$ cat src/rtl/shift_reg_pkg.sv
// -----------------------------------------------------------------------------
// shift_reg_pkg
//
// Shared types for the universal shift register:
//   mode_e  - operating mode as presented on the mode port
//   state_e - frame tracker state
// Also holds small helpers that classify a mode value.
//
// Optional feature macro used by the block: SHIFT_REG_ROTATE_EN (see top).
// -----------------------------------------------------------------------------
package shift_reg_pkg;

  localparam int MODE_W = 2;

  typedef enum logic [MODE_W-1:0] {
    MODE_HOLD = 2'b00,
    MODE_SHR  = 2'b01,
    MODE_SHL  = 2'b10,
    MODE_LOAD = 2'b11
  } mode_e;

  typedef enum logic [1:0] {
    ST_IDLE     = 2'b00,
    ST_SHIFTING = 2'b01,
    ST_DONE     = 2'b10
  } state_e;

  // True for either shift direction (rotations are shifts with another fill).
  function automatic logic is_shift(input mode_e m);
    return (m == MODE_SHR) || (m == MODE_SHL);
  endfunction

  function automatic logic is_load(input mode_e m);
    return (m == MODE_LOAD);
  endfunction

endpackage

$ cat src/rtl/shift_reg_frame_cnt.sv
// -----------------------------------------------------------------------------
// shift_reg_frame_cnt
//
// Frame tracker for the universal shift register. Counts shifts after a
// parallel load and reports when WIDTH of them have completed.
//
// Ports:
//   clk          in   rising-edge clock
//   rst_n        in   asynchronous active-low reset
//   mode_i       in   current mode (hold / shr / shl / load)
//   busy_o       out  registered, high while a frame is in progress
//   frame_done_o out  registered one-cycle pulse after the WIDTH-th shift
//
// The counter is CNT_W = $clog2(WIDTH+1) bits wide so it can hold WIDTH
// itself; it stops at WIDTH and never wraps.
// -----------------------------------------------------------------------------
module shift_reg_frame_cnt
  import shift_reg_pkg::*;
#(
  parameter int WIDTH = 4
) (
  input  logic                 clk,
  input  logic                 rst_n,
  input  logic [MODE_W-1:0]    mode_i,
  output logic                 busy_o,
  output logic                 frame_done_o
);

  localparam int CNT_W = $clog2(WIDTH + 1);
  localparam logic [CNT_W-1:0] CNT_LAST = CNT_W'(WIDTH - 1);
  localparam logic [CNT_W-1:0] CNT_FULL = CNT_W'(WIDTH);

  mode_e            mode;
  logic             shift_req;
  logic             load_req;

  state_e           state_q;
  logic [CNT_W-1:0] cnt_q;
  logic             busy_q;
  logic             frame_done_q;

  assign mode      = mode_e'(mode_i);
  assign shift_req = is_shift(mode);
  assign load_req  = is_load(mode);

  // Single-process FSM; busy and frame_done are registered alongside the
  // state so they change on the same edge as the state transition.
  always_ff @(posedge clk or negedge rst_n) begin
    if (!rst_n) begin
      state_q      <= ST_IDLE;
      cnt_q        <= '0;
      busy_q       <= 1'b0;
      frame_done_q <= 1'b0;
    end else begin
      frame_done_q <= 1'b0;
      case (state_q)
        ST_IDLE: begin
          // Shifts move data in the datapath but are not counted here.
          if (load_req) begin
            state_q <= ST_SHIFTING;
            cnt_q   <= '0;
            busy_q  <= 1'b1;
          end
        end

        ST_SHIFTING: begin
          if (load_req) begin
            // Reload restarts the frame without leaving SHIFTING.
            cnt_q <= '0;
          end else if (shift_req) begin
            if (cnt_q >= CNT_LAST) begin
              state_q      <= ST_DONE;
              cnt_q        <= CNT_FULL;
              busy_q       <= 1'b0;
              frame_done_q <= 1'b1;
            end else begin
              cnt_q <= cnt_q + 1'b1;
            end
          end
        end

        ST_DONE: begin
          if (load_req) begin
            state_q <= ST_SHIFTING;
            cnt_q   <= '0;
            busy_q  <= 1'b1;
          end
        end

        default: begin
          state_q <= ST_IDLE;
          cnt_q   <= '0;
          busy_q  <= 1'b0;
        end
      endcase
    end
  end

  assign busy_o       = busy_q;
  assign frame_done_o = frame_done_q;

endmodule

$ cat src/rtl/shift_reg_univ.sv
// -----------------------------------------------------------------------------
// shift_reg_univ
//
// Parametrised universal shift register: hold, shift right, shift left and
// parallel load, plus a frame tracker that flags when WIDTH shifts have
// completed since the last load. Usable as SIPO / PISO / SISO / PIPO stage.
//
// Ports:
//   clk         in   rising-edge clock
//   rst_n       in   asynchronous active-low reset
//   mode        in   2  00 hold, 01 shift right, 10 shift left, 11 load
//   d           in   WIDTH  parallel load data
//   sin         in   serial input
//   rot         in   rotate select (only with SHIFT_REG_ROTATE_EN)
//   q           out  WIDTH  register contents
//   so_r        out  right-shift serial output (q[0], combinational)
//   so_l        out  left-shift serial output (q[WIDTH-1], combinational)
//   busy        out  high while a frame is in progress
//   frame_done  out  one-cycle pulse after the WIDTH-th shift of a frame
//
// Build option: define SHIFT_REG_ROTATE_EN to add the rot port; with rot=1
// the bit shifted out re-enters at the other end and sin is ignored.
// -----------------------------------------------------------------------------
module shift_reg_univ
  import shift_reg_pkg::*;
#(
  parameter int WIDTH = 4
) (
  input  logic               clk,
  input  logic               rst_n,
  input  logic [MODE_W-1:0]  mode,
  input  logic [WIDTH-1:0]   d,
  input  logic               sin,
`ifdef SHIFT_REG_ROTATE_EN
  input  logic               rot,
`endif
  output logic [WIDTH-1:0]   q,
  output logic               so_r,
  output logic               so_l,
  output logic               busy,
  output logic               frame_done
);

  logic [WIDTH-1:0] q_q;
  logic [WIDTH-1:0] q_d;
  logic [WIDTH-1:0] shr_val;
  logic [WIDTH-1:0] shl_val;
  logic             fill_r;
  logic             fill_l;

  // Bit entering at the MSB on a right shift / at the LSB on a left shift.
`ifdef SHIFT_REG_ROTATE_EN
  assign fill_r = rot ? q_q[0]       : sin;
  assign fill_l = rot ? q_q[WIDTH-1] : sin;
`else
  assign fill_r = sin;
  assign fill_l = sin;
`endif

  // Per-bit neighbour selection for both shift directions.
  genvar gi;
  generate
    for (gi = 0; gi < WIDTH; gi++) begin : g_bit
      if (gi == WIDTH - 1) begin : g_msb
        assign shr_val[gi] = fill_r;
      end else begin : g_nmsb
        assign shr_val[gi] = q_q[gi+1];
      end

      if (gi == 0) begin : g_lsb
        assign shl_val[gi] = fill_l;
      end else begin : g_nlsb
        assign shl_val[gi] = q_q[gi-1];
      end
    end
  endgenerate

  always_comb begin
    q_d = q_q;
    case (mode_e'(mode))
      MODE_HOLD: q_d = q_q;
      MODE_SHR:  q_d = shr_val;
      MODE_SHL:  q_d = shl_val;
      MODE_LOAD: q_d = d;
      default:   q_d = q_q;
    endcase
  end

  always_ff @(posedge clk or negedge rst_n) begin
    if (!rst_n) begin
      q_q <= '0;
    end else begin
      q_q <= q_d;
    end
  end

  shift_reg_frame_cnt #(
    .WIDTH (WIDTH)
  ) u_frame_cnt (
    .clk          (clk),
    .rst_n        (rst_n),
    .mode_i       (mode),
    .busy_o       (busy),
    .frame_done_o (frame_done)
  );

  assign q    = q_q;
  assign so_r = q_q[0];
  assign so_l = q_q[WIDTH-1];

endmodule

$ cat config.mk
export PLATFORM = sky130hd
export DESIGN_NAME = shift_reg_univ
export DESIGN_NICKNAME = d
export VERILOG_FILES = /design/src/rtl/shift_reg_pkg.sv /design/src/rtl/shift_reg_frame_cnt.sv /design/src/rtl/shift_reg_univ.sv
export SDC_FILE = /design/constraint.sdc
export NUM_CORES = 1
export LEC_CHECK = 0
export ABC_AREA = 1
export BUFFER_PORTS_ARGS = -buffer_cell sky130_fd_sc_hd__buf_2
export CORE_AREA = 4 4 45 47
export CTS_CLUSTER_SIZE = 25
export DETAILED_ROUTE_END_ITERATION = 8
export DIE_AREA = 0 0 49 51
export PLACE_DENSITY = 0.69
export RECOVER_POWER = 50
export SLEW_MARGIN = 10
export SYNTH_ARGS = -nofsm -noshare
export SYNTH_HDL_FRONTEND = slang
export SYNTH_SLANG_ARGS = --single-unit
export TNS_END_PERCENT = 10
$ cat constraint.sdc
create_clock -name clk -period 1.25 [get_ports clk]
set_input_delay 0.1875 -clock clk [delete_from_list [all_inputs] [get_ports clk]]
set_output_delay 0.1875 -clock clk [all_outputs]
set_load 0.005 [all_outputs]
==> flow_summary.toml <==
[setup_path]
crit_path_start_kind = "register"
cp_data_required_time_ns = 1.47
reg2reg_slack_ns = 0.02
crit_arrival_ns = 1.45
path_class = "register to register"
cp_max_fo = 4
cp-end-kind = "register"

[detailed_routing]
drt_pass1_iterations = 4
wl_per_cell_um = 12.3
final_antenna_net_count = 0
via_per_inst = 5.06
vias = 633
wirelength_um = 1540
drt_iter0_markers = 14
drcViolationCount = 0

[sta]
skew_ns = 0.00150
final.period_utilization_pct = 98.7
period_minus_slack_ns = 1.23
hold_viol = 0
relSlewSlack_pct = 58.2
setup_viol = 0
rsz0062_at_grt = "true"
hold_ws_ns = 0.170
max_freq_mhz = 811
slew_violations = 0
tightestPinTransition_ns = 0.626

[synthesis]
ys.flop_type = "dfrtp_1"
ys_ff_latch = 11
yosys_warnings = 0
synth.distinct_cells = 19
syn_nets = 98
yosysSeqAreaShare_pct = 41.8
syn_area_um2 = 658
netlist_instances = 84
synth-edff-count = 0
synth.avg_cell_area_um2 = 7.83
async_flop_share_pct = 100

[global_routing]
grt_start_max_net_pins = 12
antenna_found_initial = 0
grt_pass1_vias = 627
overflow = 0
grt_pass1_wl_um = 2580
track_usage_pct = 13.6

[floorplan]
die_w_um = 49
initial_utilization_pct = 39.8
core-area_um2 = 1650
num_rows = 15
dieArea_um2 = 2500
ios = 17
die_y_um = 51

[placed_design]
port_buffers = 16
place_congestion = 0.862
hpwl_um = 1090

[layout]
n_antenna_cell = 0
final_util_pct = 51.3
layout-area-overhead-vs-synth_pct = 28.7
nFillCells = 163
layout_common_cells = "22 x nand2_1, 15 x buf_2, 11 x dfrtp_1, 8 x inv_1, 8 x nor2_1"
multi_input_area_um2 = 357
drive_gt1_share_pct = 32.4
fin_nets = 123
layout_commonest_cell = "nand2_1"
seq_area_um2 = 275

[power_and_ir_drop]
power_density_nw_per_um2 = 1740
ir_drop_v = 0.000832
p_leak_nw = 0.450

[min_path]
min_path_type = "input pin to register"

[clock_network]
ctsRootBufferMaster = "clkbuf_4"
cts-buffers-inserted = 3
cts_tree = "done"
cts_htree_levels = 1
worstSkewPairLatency_ns = 0.27
clock_path_buffers = 2
clkTransAtPathRegs_ns = 0.07
cts.sinks = 11

[job]
drv_cap = 0

[status]
status = "finished, final reports clean"
[cell usage after synthesis, types with 2 or more instances]
library cell,number,share of area [%]
nand2_1,23,13
ha_1,5,9.5
inv_1,8,4.6
dfrtp_1,11,42
buf_4,2,2.3
nor2_1,9,5.1
a21oi_1,5,3.8
a31oi_1,4,3.8
nand3_1,6,4.6
nand4_1,2,1.9
[registers in the layout, indices dropped and copies added (netlist names)]
register	cells
u_frame_cnt.busy_o	1
q	4
u_frame_cnt.state_q	2
u_frame_cnt.cnt_q	3
u_frame_cnt.frame_done_o	1
[final cells by class]
| class | count | area share, % |
|---|---|---|
| inverter | 9 | 3.99 |
| timing repair buffer | 23 | 15.8 |
| multi-input combinational | 61 | 42.1 |
| tap | 17 | 2.51 |
| clock buffer | 4 | 3.10 |
| sequential | 11 | 32.5 |
[cells by family after synthesis]
group | count (synthesis) | synth area share [%]
flip-flops | 11 | 41.8
AND/OR/NAND/NOR | 44 | 29.1
buffers and inverters | 12 | 9.12
adder cells (fa/ha/maj) | 5 | 9.51
AO/OA/AOI/OAI | 12 | 10.5
[power breakdown]
group,internal (mW),switching [mW]
clock network,0.124,0.130
logic,0.312,0.387
registers,0.455,0.0688
[layer usage]
metal  track usage [%]  wire length (um)  up-vias
met4              10.8                48        0
met5                 0                 0        -
met1              15.6               693      289
met2              20.9               695       18
met3              4.08                98        5
li1                  -                 -      321
[final timing paths]
kind	start	endpoint	depth (start not counted)
hold reg to reg	u_frame_cnt.busy_o	u_frame_cnt.busy_o	2
setup / recovery	u_frame_cnt.cnt_q[1]	u_frame_cnt.cnt_q[1]	7
setup reg to reg	u_frame_cnt.cnt_q[1]	u_frame_cnt.cnt_q[1]	7
hold / removal	d[2]	q[2]	3
min in group asynchronous	rst_n	q[2]	2
max in group asynchronous	rst_n	u_frame_cnt.cnt_q[0]	2
[what timing repair did]
item,CTS,global route
gates resized for setup,4,3
endpoints found under the hold margin,11,0
hold buffers,1,0
endpoints found under the setup margin,6,6
pin swaps,3,3
setup buffers,0,1
[critical path, cell delays in order, from the launching register on]
cell     delay [ns]
dfrtp_1        0.39
ha_2           0.21
ha_4           0.17
nor2_4         0.12
nand3_2        0.07
nor2_1         0.08
nand3_1        0.07
nand2_1        0.07
[per-stage QoR]
stage / instance area (um2) / TNS (ns) / power [mW] / std cells / setup slack (ns)
global placement: 773 / -0.000459 / 1.14 / 119 / -0.000459
detailed placement: 773 / -0.113 / 1.14 / 119 / -0.0450
finish: 847 / 0 / 1.48 / 125 / 0.0165
CTS: 830 / 0 / 1.43 / 124 / 0.0125
global route: 847 / -0.270 / 1.61 / 125 / -0.0786
floorplan: 661 / 0 / 0.945 / 84 / 0.0152
Power figures use the tool's default switching activity.
